File: config.mk
export PLATFORM = sky130hd
export DESIGN_NAME = sm3_req_arb
export DESIGN_NICKNAME = d
export VERILOG_FILES = /design/src/rtl/sm3_req_arb.sv
export SDC_FILE = /design/constraint.sdc
export NUM_CORES = 1
export LEC_CHECK = 0
export ABC_AREA = 1
export BUFFER_PORTS_ARGS = -buffer_cell sky130_fd_sc_hd__buf_2
export CORE_AREA = 4 4 290 292
export CTS_CLUSTER_DIAMETER = 60
export DETAILED_ROUTE_END_ITERATION = 10
export DIE_AREA = 0 0 294 296
export PLACE_DENSITY_LB_ADDON = 0.05
export SLEW_MARGIN = 25
export SYNTH_ARGS = -nofsm -noshare
export SYNTH_HDL_FRONTEND = slang
export SYNTH_SLANG_ARGS = --single-unit
File: constraint.sdc
create_clock -name clk -period 1.9 [get_ports clk]
set_clock_uncertainty 0.05 [all_clocks]
set_input_delay 0.285 -clock clk [delete_from_list [all_inputs] [get_ports clk]]
set_output_delay 0.285 -clock clk [all_outputs]
set_load 0.01 [all_outputs]
File: src/rtl/sm3_req_arb.sv
`default_nettype none
// +----------------------------------------------------------------------------+
// | Module      : sm3_req_arb                                                  |
// | Description : Multi-requester front end for an SM3 hash core. Grants one    |
// |               requester per message, streams its beats to the core and      |
// |               returns the digest to that owner. Define SM3_ARB_RR_EN for    |
// |               round-robin arbitration (default: fixed priority, index 0).   |
// | Revision    : 1.0 - initial release                                        |
// +----------------------------------------------------------------------------+
module sm3_req_arb #(
   parameter int NREQ = 2,
   parameter int DW   = 64
) (
   input  logic                   clk,
   input  logic                   rst_n,
   input  logic [NREQ*DW-1:0]     req_d_i,
   input  logic [NREQ*DW/8-1:0]   req_vld_byte_i,
   input  logic [NREQ-1:0]        req_vld_i,
   input  logic [NREQ-1:0]        req_lst_i,
   output logic [NREQ-1:0]        req_rdy_o,
   output logic [DW-1:0]          core_d_o,
   output logic [DW/8-1:0]        core_vld_byte_o,
   output logic                   core_vld_o,
   output logic                   core_lst_o,
   input  logic                   core_rdy_i,
   input  logic [255:0]           core_res_i,
   input  logic                   core_res_vld_i,
   output logic [255:0]           res_o,
   output logic [NREQ-1:0]        res_vld_o,
   output logic [NREQ-1:0]        gnt_o,
   output logic                   busy_o,
   output logic                   err_o
);

   localparam int         c_PW     = (NREQ > 1) ? $clog2(NREQ) : 1;
   localparam logic [1:0] c_IDLE   = 2'd0;
   localparam logic [1:0] c_STREAM = 2'd1;
   localparam logic [1:0] c_WAIT   = 2'd2;
   localparam logic [1:0] c_RESP   = 2'd3;

   logic [1:0]      r_state;
   logic [NREQ-1:0] r_gnt;
   logic [NREQ-1:0] r_res_vld;
   logic [255:0]    r_res;
   logic            r_err;

   logic            w_any;
   logic [NREQ-1:0] w_win_oh;
   logic [DW-1:0]   w_own_d;
   logic [DW/8-1:0] w_own_byte;
   logic            w_own_vld;
   logic            w_own_lst;
   logic            w_streaming;

`ifdef SM3_ARB_RR_EN
   logic [c_PW-1:0] r_ptr;
   logic [c_PW-1:0] w_ptr_nxt;
   logic [c_PW:0]   w_cand;

   // Search starts at the pointer and wraps; first valid requester wins.
   always_comb begin
      w_any    = 1'b0;
      w_win_oh = '0;
      w_cand   = '0;
      for (int i = 0; i < NREQ; i++) begin
         w_cand = {1'b0, r_ptr} + (c_PW+1)'(i);
         if (w_cand >= (c_PW+1)'(NREQ))
            w_cand = w_cand - (c_PW+1)'(NREQ);
         if (!w_any && req_vld_i[w_cand[c_PW-1:0]]) begin
            w_any                        = 1'b1;
            w_win_oh[w_cand[c_PW-1:0]]   = 1'b1;
         end
      end
   end

   always_comb begin
      w_ptr_nxt = '0;
      for (int k = 0; k < NREQ; k++)
         if (r_gnt[k])
            w_ptr_nxt = c_PW'((k + 1) % NREQ);
   end
`else
   // Descending scan so the lowest valid index is the last one written.
   always_comb begin
      w_any    = 1'b0;
      w_win_oh = '0;
      for (int i = NREQ - 1; i >= 0; i--) begin
         if (req_vld_i[i]) begin
            w_any       = 1'b1;
            w_win_oh    = '0;
            w_win_oh[i] = 1'b1;
         end
      end
   end
`endif

   // One-hot grant selects the owner's slice.
   always_comb begin
      w_own_d    = '0;
      w_own_byte = '0;
      w_own_vld  = 1'b0;
      w_own_lst  = 1'b0;
      for (int k = 0; k < NREQ; k++) begin
         if (r_gnt[k]) begin
            w_own_d    = req_d_i[k*DW +: DW];
            w_own_byte = req_vld_byte_i[k*(DW/8) +: DW/8];
            w_own_vld  = req_vld_i[k];
            w_own_lst  = req_lst_i[k];
         end
      end
   end

   assign w_streaming     = (r_state == c_STREAM);
   assign core_d_o        = w_streaming ? w_own_d    : '0;
   assign core_vld_byte_o = w_streaming ? w_own_byte : '0;
   assign core_vld_o      = w_streaming & w_own_vld;
   assign core_lst_o      = w_streaming & w_own_lst;
   assign req_rdy_o       = w_streaming ? (r_gnt & {NREQ{core_rdy_i}}) : '0;

   always_ff @(posedge clk or negedge rst_n) begin
      if (!rst_n) begin
         r_state   <= c_IDLE;
         r_gnt     <= '0;
         r_res     <= '0;
         r_res_vld <= '0;
         r_err     <= 1'b0;
`ifdef SM3_ARB_RR_EN
         r_ptr     <= '0;
`endif
      end else begin
         r_res_vld <= '0;
         // A digest arriving before the message is complete is a protocol error.
         if (core_res_vld_i && (r_state == c_IDLE || r_state == c_STREAM))
            r_err <= 1'b1;
         case (r_state)
            c_IDLE: begin
               if (w_any) begin
                  r_gnt   <= w_win_oh;
                  r_state <= c_STREAM;
               end
            end
            c_STREAM: begin
               if (w_own_vld && w_own_lst && core_rdy_i)
                  r_state <= c_WAIT;
            end
            c_WAIT: begin
               if (core_res_vld_i) begin
                  r_res     <= core_res_i;
                  r_res_vld <= r_gnt;
                  r_state   <= c_RESP;
               end
            end
            c_RESP: begin
               r_gnt   <= '0;
               r_state <= c_IDLE;
`ifdef SM3_ARB_RR_EN
               r_ptr   <= w_ptr_nxt;
`endif
            end
            default: r_state <= c_IDLE;
         endcase
      end
   end

   assign gnt_o     = r_gnt;
   assign res_o     = r_res;
   assign res_vld_o = r_res_vld;
   assign busy_o    = (r_state != c_IDLE);
   assign err_o     = r_err;

endmodule
`default_nettype wire
==> summary.txt <==
Max_slew headroom = 62.4%
CP endpoint kind = primary output
F_max = 462 MHz
Post-synthesis sequential area ratio = 59.7%
Die X = 294 microns
Die span in y = 296 microns
Count of nets after finishing = 2343
Seq pwr share = 30.3%
Starting density of the core = 13.5%
Clock Power Share = 25.1%
Failing checks = negative setup slack
Status = finished with violations
Post-synth top area share = 59.7%
Internal = 20500 uW
Max VDD drop = 546 uV
Fin. Hold Viols = 0
RSZ-0062 raised after global routing = true
Mapped Nets = 1251
PwrDens = 1480 mW/mm^2
Drt pass-1 iters = 4
Crit-path cells = nor2_4 > buf_6 > buf_12 > nand2_4 > a21oi_4 > buf_6
Vias in the first global route = 11700
Comb power frac = 44.6%
Final setup violation count = 75
Setup TNS Final = -15440 ps
Final ANT Viol Nets = 0
Clock Tree Buf Depth = 3
Core Area = 0.0816 sq mm
Total track usage = 11.8%
Arrival @ worst endpoint = 1830 ps
Sink Count = 263
Critical path class = reg -> out
Vias per inst = 3.55
RePlAce Congestion = 0.784
Sw Pwr = 11800 uW
Remaining global-route overflow = 0
FF+latch count, synth = 263
1st-iter DRT viols = 183
Root Driver = clkbuf_16
Sw Share = 36.6%
Static Leak = 0.0104 uW
Largest cells by area after synthesis = dfrtp_1 (60%), mux2_1 (21%), nand2_1 (5.4%)
Worst-path clk slew = 60 ps
Final Cycle Share = 114%
Final core occ = 26.8%
Post-Synthesis Cells = 839
Syn Std Cell Area = 0.0110 sq mm
Synth Warn # = 0
CP peak stage delay = 430 ps
Worst path slowest cell = dfrtp_2
Min-delay worst type = in -> reg
Worst skew pair latency = 550 ps
Port Buffer Count = 745
Tmin final = 2170 ps
Max Cap Viol = 0
Max Slew Vio Count = 0
Syn Area/Cell = 13.1 sq um
Drt wl/cell = 18.5 microns
CTS tree = built
Ports = 746
Least-Margin Pin Slew = 564 ps
Core Rows = 105
Synth area leader = dfrtp_1
CP bufs+invs = 3
WL final = 56200 microns
H-tree levels = 2
Die area = 0.0870 sq mm
Layout area overhead = 98.1%
Share of layout cells above drive strength 1 = 54.5%
Startpoint types = flip-flop
Initial antenna violation count = 11
Crit path max fanout = 6
Total CTS buffers = 45
# DRC = 0
Crit path max-delay family = buffers and inverters
WP data required = 1560 ps
PnR worst setup slack = -266 ps
DR vias = 10800
Post-DP HPWL = 42500 microns
First-pass GRT wire length = 76800 microns
Synth cell types = 19
Most used cell, CP = buf_6
Largest net degree at the start of global routing = 51
Hold Slack = 203 ps
[logic make-up (layout without fill, tap and decap cells)]
family / count (synthesis) / count (layout) / share of synthesized area (%)
flops: 263 / 263 / 59.7
mux: 256 / 256 / 26.1
simple gates: 175 / 176 / 6.07
compound gates: 77 / 77 / 3.55
buf+inv: 64 / 1190 / 4.10
fa+ha+maj: 4 / 4 / 0.454
other cells: 0 / 7 / 0
[sequential cells by signal, summed over array words and instances (netlist names)]
signal     cells
res_o        256
gnt_o          2
r_state        2
res_vld_o      2
err_o          1
[synth_stat cells]
cell,count
a21oi_1,73
buf_1,3
buf_2,19
buf_6,25
clkbuf_1,4
dfrtp_1,263
ha_1,4
inv_1,13
mux2_1,203
mux2_2,53
nand2_1,160
nand2_2,1
nand3_1,4
nor2_1,7
nor2_2,1
nor3_1,2
o21ai_0,2
o21bai_1,1
o32ai_1,1
[layer usage]
layer	track usage (%)	part of all wire [%]	vias to the layer above	routed length [microns]
met2	23.0	55	416	31000
met3	4.00	7.9	75	4420
li1	-	-	5079	-
met4	3.97	2.6	10	1460
met5	0	0.14	-	80
met1	11.5	34	5215	19300
[layout make-up]
cell class | instances | area, sq um
Inverter | 13 | 65.1
Fill cell | 8778 | 59700
Multi-Input combinational cell | 513 | 4570
Tap cell | 1070 | 1340
Sequential cell | 263 | 6580
Timing Repair Buffer | 1095 | 7780
Clock inverter | 17 | 210
Antenna cell | 7 | 17.5
Clock buffer | 65 | 1270
[worst min-delay path, stage by stage]
cell and delay, ps:
buf_2 120, nand3_1 110, o21bai_1 110, nand3_1 80
nand2_1 50
[timing repair]
| item | CTS | global route |
|---|---|---|
| cloned | 6 | 13 |
| hold endpoints to repair | 291 | 0 |
| gates resized for setup | 88 | 116 |
| hold buffers | 259 | 0 |
| pin swaps | 10 | 43 |
| buffers inserted | 16 | 8 |
| endpoints found under the setup margin | 77 | 283 |
[power groups by stage]
| stage | Combinational, uW | Clock (uW) | Sequential (uW) |
|---|---|---|---|
| final | 14400 | 8090 | 9780 |
| after global placement | 12100 | 0 | 9930 |
| after floorplan | 4470 | 0 | 11200 |
| after global routing | 15600 | 8710 | 10200 |
| after detailed placement | 12100 | 0 | 9930 |
| after CTS | 13800 | 8470 | 9840 |
[through the flow]
step | power [uW] | cell area, sq um | setup slack [ps] | std cells
global route | 34500 | 21800 | -344 | 3038
floorplan | 15700 | 11000 | 297 | 839
CTS | 32100 | 21000 | -284 | 3016
global placement | 22000 | 16400 | -73.7 | 2653
finish | 32300 | 21800 | -266 | 3043
detailed placement | 22100 | 16400 | -47.8 | 2653
[final timing paths]
path                                  from      endpoint  slack (ps)  cells after the start
worst min register to register       err_o         err_o         420                      2
max in group asynchronous            rst_n    res_o[253]         910                      3
worst max register to register  r_state[0]     res_o[87]          90                      7
worst max-delay path              gnt_o[1]  core_d_o[16]        -270                      6
worst min-delay path            core_rdy_i    r_state[0]         200                      5
min in group asynchronous            rst_n    res_o[141]         240                      2
[cells in the final DEF, fill, tap and decap left out, types with 2 or more instances in the layout]
cell type	Yosys	layout
clkinv_2	0	4
a21oi_1	73	22
nor3_4	0	2
buf_6	25	12
dfrtp_1	263	262
nand3_1	4	4
diode_2	0	7
mux2_1	203	203
nor2_4	0	2
clkbuf_16	0	57
buf_2	19	722
inv_6	0	2
a21oi_4	0	2
buf_16	0	11
nand2_4	0	32
dlygate4sd3_1	0	259
mux2_2	53	53
inv_1	13	7
inv_4	0	2
clkbuf_1	4	14
buf_12	0	18
bufinv_16	0	3
nand2_1	160	113
buf_8	0	5
clkinvlp_4	0	6
clkbuf_8	0	5
nand2_2	1	16
nor2_1	7	6
inv_2	0	2
buf_4	0	57
ha_4	0	3
a21oi_2	0	49
o21ai_0	2	2
(Power assumes the default switching activity.)
